--- src/rtl/y86_regfile_param.sv ---
// Y86 register file: two combinational read ports and two synchronous write ports (E, M).
// M wins on same-ID collisions. It has optional write-through bypass, a stall freeze and a saturating write counter.
module y86_regfile_param #(
  parameter int                DATA_W   = 64,
  parameter int                ID_W     = 4,
  parameter int                NREGS    = 15,
  parameter int                RSP_ID   = 4,
  parameter logic [DATA_W-1:0] RSP_INIT = 64'h0000_0000_0000_0200,
  parameter int                BYPASS   = 1,
  parameter int                CNT_W    = 16
) (
  input  logic              clk,
  input  logic              rst_n,
  input  logic              stall,
  input  logic [ID_W-1:0]   srcA,
  input  logic [ID_W-1:0]   srcB,
  output logic [DATA_W-1:0] valA,
  output logic [DATA_W-1:0] valB,
  input  logic [ID_W-1:0]   dstE,
  input  logic [DATA_W-1:0] valE,
  input  logic [ID_W-1:0]   dstM,
  input  logic [DATA_W-1:0] valM,
  output logic [CNT_W-1:0]  wr_cnt
);

  localparam logic [ID_W-1:0]  NREGS_ID = ID_W'(NREGS);
  localparam logic [CNT_W-1:0] CNT_MAX  = {CNT_W{1'b1}};

  logic [DATA_W-1:0] regs [NREGS];
  logic              e_valid;
  logic              m_valid;
  logic              e_wr;
  logic              fwd_en;

  assign e_valid = !stall && (dstE < NREGS_ID);
  assign m_valid = !stall && (dstM < NREGS_ID);
  // On a collision the E write is dropped so M lands, as popq %rsp requires.
  assign e_wr    = e_valid && !(m_valid && (dstM == dstE));
  // Forwarding is off while reset is asserted, so reads show the reset contents.
  assign fwd_en  = (BYPASS != 0) && rst_n;

  always_ff @(posedge clk or negedge rst_n) begin
    if (!rst_n) begin
      for (int i = 0; i < NREGS; i++) begin
        regs[i] <= (i == RSP_ID) ? RSP_INIT : '0;
      end
    end else begin
      if (e_wr)    regs[dstE] <= valE;
      if (m_valid) regs[dstM] <= valM;
    end
  end

  always_ff @(posedge clk or negedge rst_n) begin
    if (!rst_n) begin
      wr_cnt <= '0;
    end else if ((e_valid || m_valid) && (wr_cnt != CNT_MAX)) begin
      wr_cnt <= wr_cnt + CNT_W'(1);
    end
  end

  always_comb begin
    valA = '0;
    if (srcA < NREGS_ID) begin
      if (fwd_en && m_valid && (srcA == dstM))      valA = valM;
      else if (fwd_en && e_valid && (srcA == dstE)) valA = valE;
      else                                          valA = regs[srcA];
    end
  end

  always_comb begin
    valB = '0;
    if (srcB < NREGS_ID) begin
      if (fwd_en && m_valid && (srcB == dstM))      valB = valM;
      else if (fwd_en && e_valid && (srcB == dstE)) valB = valE;
      else                                          valB = regs[srcB];
    end
  end

endmodule

--- config.mk ---
export PLATFORM = sky130hd
export DESIGN_NAME = y86_regfile_param
export DESIGN_NICKNAME = d
export VERILOG_FILES = /design/src/rtl/y86_regfile_param.sv
export SDC_FILE = /design/constraint.sdc
export NUM_CORES = 2
export LEC_CHECK = 0
export ABC_AREA = 0
export ABC_CLOCK_PERIOD_IN_PS = 2220
export CAP_MARGIN = 20
export CORE_ASPECT_RATIO = 0.75
export CORE_UTILIZATION = 55
export CTS_CLUSTER_SIZE = 30
export DETAILED_ROUTE_END_ITERATION = 8
export PLACE_DENSITY_LB_ADDON = 0.2
export SYNTH_ARGS = -nofsm -noshare
export SYNTH_HDL_FRONTEND = slang
export SYNTH_SLANG_ARGS = --single-unit
--- constraint.sdc ---
create_clock -name clk -period 2.22 [get_ports clk]
set_input_delay 0.222 -clock clk [delete_from_list [all_inputs] [get_ports clk]]
set_output_delay 0.222 -clock clk [all_outputs]
set_load 0.1 [all_outputs]
# Word-level counts from Yosys, hierarchy flattened
# Cells that the tools add are included.
[word_totals] wordCells=73 reg_bits=976 in_bits=147
[classes] eq_ne=6 reduce_logical=16 n_addsub=1 order_cmp=10 bitwise=4 mux=20
[op_table] operator="960-bit bitwise mux" count=2
[op_table] operator="960-bit 2-to-1 mux" count=2
[op_table] operator="64-bit 2-to-1 mux" count=12
[op_table] operator="64-bit binary-select mux with 4-bit select" count=2
[op_table] operator="64-bit demux with 4-bit select" count=2
[op_table] operator="4-bit == test" count=5
[op_table] operator="5-bit greater-or-equal comparator (second input constant)" count=4
[op_table] operator="4-bit inverter with 5-bit output" count=4
[op_table] operator="16-bit by 1-bit adder with 16-bit output (second input constant)" count=1
[op_table] operator="4-bit < comparator (second input constant)" count=4
[op_table] operator="16-bit inequality test (second input constant)" count=1
[op_table] operator="1-bit logical AND" count=13
[op_table] operator="5-bit by 1-bit < comparator with 1-bit output (second input constant)" count=2
[op_table] operator="1-bit zero test" count=2
[op_table] operator="1-bit logical OR" count=1

# Longest topological paths before layout
[logic_depth] depth_word=9 mapped_depth=9 ltp_nobuf=6

# Least setup slack after synthesis
# OpenSTA, ideal clock, no wires.
[synth_timing] kind="in2out" start="in srcA[0]" end="out valA[57]" arrival_time_ns=3.629 cell_stages=9 path_buffers=4 slack_ns=-1.631 path_cell_list="buf_2 buf_2 xor2_1 nor4_1 and2_1 buf_2 buf_2 a311oi_1 o21ai_0"
[synth_via] elab_chain_cells=7 elab_cells_between_ends=12 cone_classes="1 x order compare; 2 x eq/ne; 6 x mux; 1 x bitwise; 2 x reduce/logical"
[synth_lines] element="start, declared" line="15" source="input logic [ID_W-1:0] srcA,"
[synth_lines] element="4-bit inverter with 5-bit output (implied by the code)" line="66" source="else valA = regs[srcA];"
[synth_lines] element="64-bit binary-select mux with 4-bit select" line="66"
[synth_lines] element="64-bit 2-to-1 mux (implied by the code) (2 in series)" line="66"
[synth_lines] element="64-bit 2-to-1 mux" line="65" source="else if (fwd_en && e_valid && (srcA == dstE)) valA = valE;"
[synth_lines] element="64-bit 2-to-1 mux" line="64" source="if (fwd_en && m_valid && (srcA == dstM)) valA = valM;"
[synth_lines] element="64-bit 2-to-1 mux *" line="63" source="if (srcA < NREGS_ID) begin"
[synth_lines] element="end, declared" line="17" source="output logic [DATA_W-1:0] valA,"
# Every way passes the cells marked *; elsewhere a longest branch is shown, timed or not. The select of a mux whose other input is x is not followed.

# Worst setup path in the final report
[layout_timing] start="reg regs[383] in the netlist's numbering" end="out valB[63]"
[layout_via] elab_chain_cells=6
[layout_lines] element="start, declared" line="29" source="logic [DATA_W-1:0] regs [NREGS];"
[layout_lines] element="start signal, assigned by index" line="45" source="regs[i] <= (i == RSP_ID) ? RSP_INIT : '0;"
[layout_lines] element="start signal, assigned by index" line="48" source="if (e_wr) regs[dstE] <= valE;"
[layout_lines] element="start signal, assigned by index" line="49" source="if (m_valid) regs[dstM] <= valM;"
[layout_lines] element="64-bit binary-select mux with 4-bit select" line="75" source="else valB = regs[srcB];"
[layout_lines] element="64-bit 2-to-1 mux (implied by the code) (2 in series)" line="75"
[layout_lines] element="64-bit 2-to-1 mux" line="74" source="else if (fwd_en && e_valid && (srcB == dstE)) valB = valE;"
[layout_lines] element="64-bit 2-to-1 mux" line="73" source="if (fwd_en && m_valid && (srcB == dstM)) valB = valM;"
[layout_lines] element="64-bit 2-to-1 mux" line="72" source="if (srcB < NREGS_ID) begin"
[layout_lines] element="end, declared" line="18" source="output logic [DATA_W-1:0] valB,"
# No other way between the ends. The select of a mux whose other input is x is not followed.

==> impl_metrics.csv <==
group,metric,value,unit
status,status,"finished with violations",
status,violations,"setup timing",
cells_and_area,nets,7072,
drt,vias_per_cell,7.06,
floorplan,rows,107,
placed_design,gp_congestion,0.942,
floorplan,start_util,55.9,%
critical_path,cp.arrival,2650,ps
sta,slew_violations,0,
critical_path,start_kind,"flop",
yosys,synth_compound_area_share,15.3,%
sta,hold_viol_final,0,
floorplan,core,114000,um^2
cells_and_area,layout_commonest_cell,"mux2i_1",
power,p_per_area,869,nW/um^2
placed_design,post_dp_cell_area,76500,um^2
power,peakVddDrop,0.780,mV
floorplan,fp.dieH,297,um
clocking,cts_sinks,976,
yosys,yosys.area_share.xor_xnor,0.437,%
yosys,synthSimpleGateAreaFrac,7.93,%
yosys,synth_top_family_by_area,"multiplexers",
power,leakage,34.1,nW
yosys,ys_types,53,
yosys,ys_seq_area_share,38.2,%
critical_path,reg2reg_depth,6,
critical_path,worstReg2RegEnd,"wr_cnt[9]$_DFFE_PN0P_",
yosys,synth.mux.area_fraction,31.6,%
sta,setup_viol,128,
floorplan,die_w,396,um
clocking,htreeDepth,3,
drt,wl,267,mm
sta,tightest_slew,1170,ps
clocking,clock_path_buffers,3,
yosys,syn_area,63900,um^2
drt,drtIter0Drc,9052,
cells_and_area,design_area,82800,um^2
cells_and_area,multi_input_area,38000,um^2
critical_path,r2r_slack,300,ps
placed_design,dp.final_hpwl,168,mm
sta,rsz0062_at_grt,"true",
critical_path,end_kind,"output pin",
sta,max-slew-margin-rel,22.0,%
hold_path,min-delay-start,"valM[42]",
clocking,cts_inserted_buffers,102,
yosys,synth.avg_cell_area,9.92,um^2
grt,grt_pass1_vias,59000,
cells_and_area,regArea,24400,um^2
clocking,clkSlewWorstSetupHoldPaths,60,ps
drt,dr.pass1.iters,7,
yosys,synthAdderAreaFrac,0.0196,%
grt,grt_max_degree,168,
critical_path,worstSetupStartpoint,"regs[383]$_DFF_PN0_",
drt,vias,60300,
grt,grt_pass1_wl,391,mm
sta,fin_crit,2880,ps
floorplan,die_area,118000,um^2
placed_design,dp_cells,8189,
hold_path,hold_path_end,"regs[106]$_DFF_PN0_",
clocking,root_buffer,"clkbuf_16",
floorplan,ios,291,
cells_and_area,fin_cells,8533,
placed_design,portBuffers,290,
clocking,cts_tree,"yes",
cells_and_area,final_cell_mix,"mux2i_1, dfrtp_1, buf_4, a21oi_1, nor2_1",
yosys,synthCells,6440,
drt,wl_per_cell,31.3,um
sta,post-route-period-util,130,%
cells_and_area,fillers,7751,
hold_path,min_path_cells,3,
cells_and_area,areaGrowthSynthToFinish,29.6,%
sta,worst_clock_skew,13.4,ps
sta,max_freq,348,MHz
grt,grt_usage,44.3,%
drt,ant_nets,0,
clocking,clock_latency,730,ps
cells_and_area,fin_util,72.4,%
grt,antenna_found_initial,7,
drt,drcViolationCount,0,
flow_run,cap_viol_max_count,0,
sta,setup_ws,-656,ps
grt,grt-ovfl-total,0,
yosys,yosysWarnings,0,
critical_path,crit-reg2reg-launch,"wr_cnt[3]$_DFFE_PN0P_",
critical_path,cp.required,2000,ps
critical_path,crit_fanout,3,
critical_path,critPathKind,"reg -> out",
hold_path,hp-class,"in -> reg",
yosys,synth_fp_nets,6588,
cells_and_area,drive_above_1_share,27.5,%
yosys,ys_ff_latch,976,
-- timing repair --
action | in CTS | in global routing
hold buffers | 1 | 0
buffers inserted | 128 | 28
endpoints found under the hold margin | 64 | 0
gates resized for setup | 242 | 60
gates cloned | 11 | 1
pin swaps | 68 | 28
endpoints found under the setup margin | 130 | 128
-- power by group --
part	total [mW]	internal [mW]	switching, mW	leakage (nW)
Clock	18.1	10.2	7.94	1.66
Sequential	26.3	22.4	3.90	11.6
Combinational	27.5	12.8	14.8	20.9
-- Yosys cell counts (all sizes together) --
master,count,area share [%]
a2111oi,3,0.080
a21boi,14,0.16
a21oi,583,4.6
a22o,30,0.41
a22oi,84,0.99
a311oi,25,0.34
a31oi,2,0.020
a41oi,1,0.014
and2,6,0.059
and3,13,0.13
and4,4,0.055
buf,376,3.3
clkbuf,471,2.8
dfrtp,975,38
dfstp,1,0.041
ha,1,0.020
inv,67,0.39
mux2,40,0.70
mux2i,1359,21
mux4,274,9.7
nand2,497,2.9
nand2b,19,0.19
nand3,66,0.52
nand3b,1,0.012
nand4,26,0.25
nor2,544,3.2
nor2b,5,0.049
nor3,28,0.23
nor3b,1,0.020
nor4,10,0.098
o2111ai,51,0.70
o211a,14,0.22
o211ai,27,0.32
o21ai,551,4.3
o221a,64,1.1
o221ai,113,1.5
o22ai,28,0.27
o31a,1,0.014
o32ai,13,0.18
or2,16,0.16
or3,3,0.029
or4,2,0.023
xnor2,12,0.16
xor2,19,0.27
-- layout make-up --
class / instances / area share, %
multi-input cells: 4551 / 45.9
flip-flops and latches: 976 / 29.5
repair buffers: 1226 / 17.9
clock buffers: 151 / 3.54
well taps: 1526 / 2.31
clock inverters: 35 / 0.585
inverters: 67 / 0.304
diodes: 1 / 0.00302
-- sequential cells by signal, indices dropped and copies added, names as in the netlist --
register	flops
regs	960
wr_cnt	16
-- per-layer routing --
metal,GRT usage [%],wire [um]
met2,62.5,112000
met5,0,65
met1,58.7,96900
met4,26.9,18900
met3,15.1,39200
-- cell families (layout without fill, tap and decap cells) --
| group | count (synthesis) | after routing |
|---|---|---|
| DFF | 976 | 976 |
| AOI/OAI and AO/OA | 1604 | 1604 |
| and+or+nand+nor | 1241 | 1242 |
| xor gates and xnor gates | 31 | 31 |
| other | 0 | 1 |
| buffers and inverters | 914 | 1479 |
| adders and majority gates | 1 | 1 |
| muxes | 1673 | 1673 |
-- stage by stage --
| step | hold slack (ps) | power, mW | worst slack, ps | setup TNS (ps) |
|---|---|---|---|---|
| after CTS | 171 | 70.7 | -624 | -49260 |
| final | 192 | 72.0 | -656 | -49190 |
| after global placement | 375 | 50.4 | -768 | -583740 |
| after global routing | 208 | 74.3 | -684 | -54830 |
| after detailed placement | 364 | 51.3 | -791 | -619020 |
| after floorplan | -73.6 | 42.3 | -70.9 | -3990 |
-- worst max-delay path: stages, from the launching register on --
cell and delay [ps]:
dfrtp_1 420, mux4_2 490, mux2i_1 140, or2_2 130, nand4_1 290, o221a_2 280
buf_12 170
-- how the worst max path moves through the flow --
stage	depth (start not counted)	to	slack (ps)
after floorplan	8	valA[56]	-70
after global placement	9	valB[1]	-770
after detailed placement	9	valB[1]	-790
after CTS	6	valA[63]	-620
after global routing	6	valB[63]	-680
final	6	valB[63]	-660
Note: power is estimated with default switching activity, not from simulation.
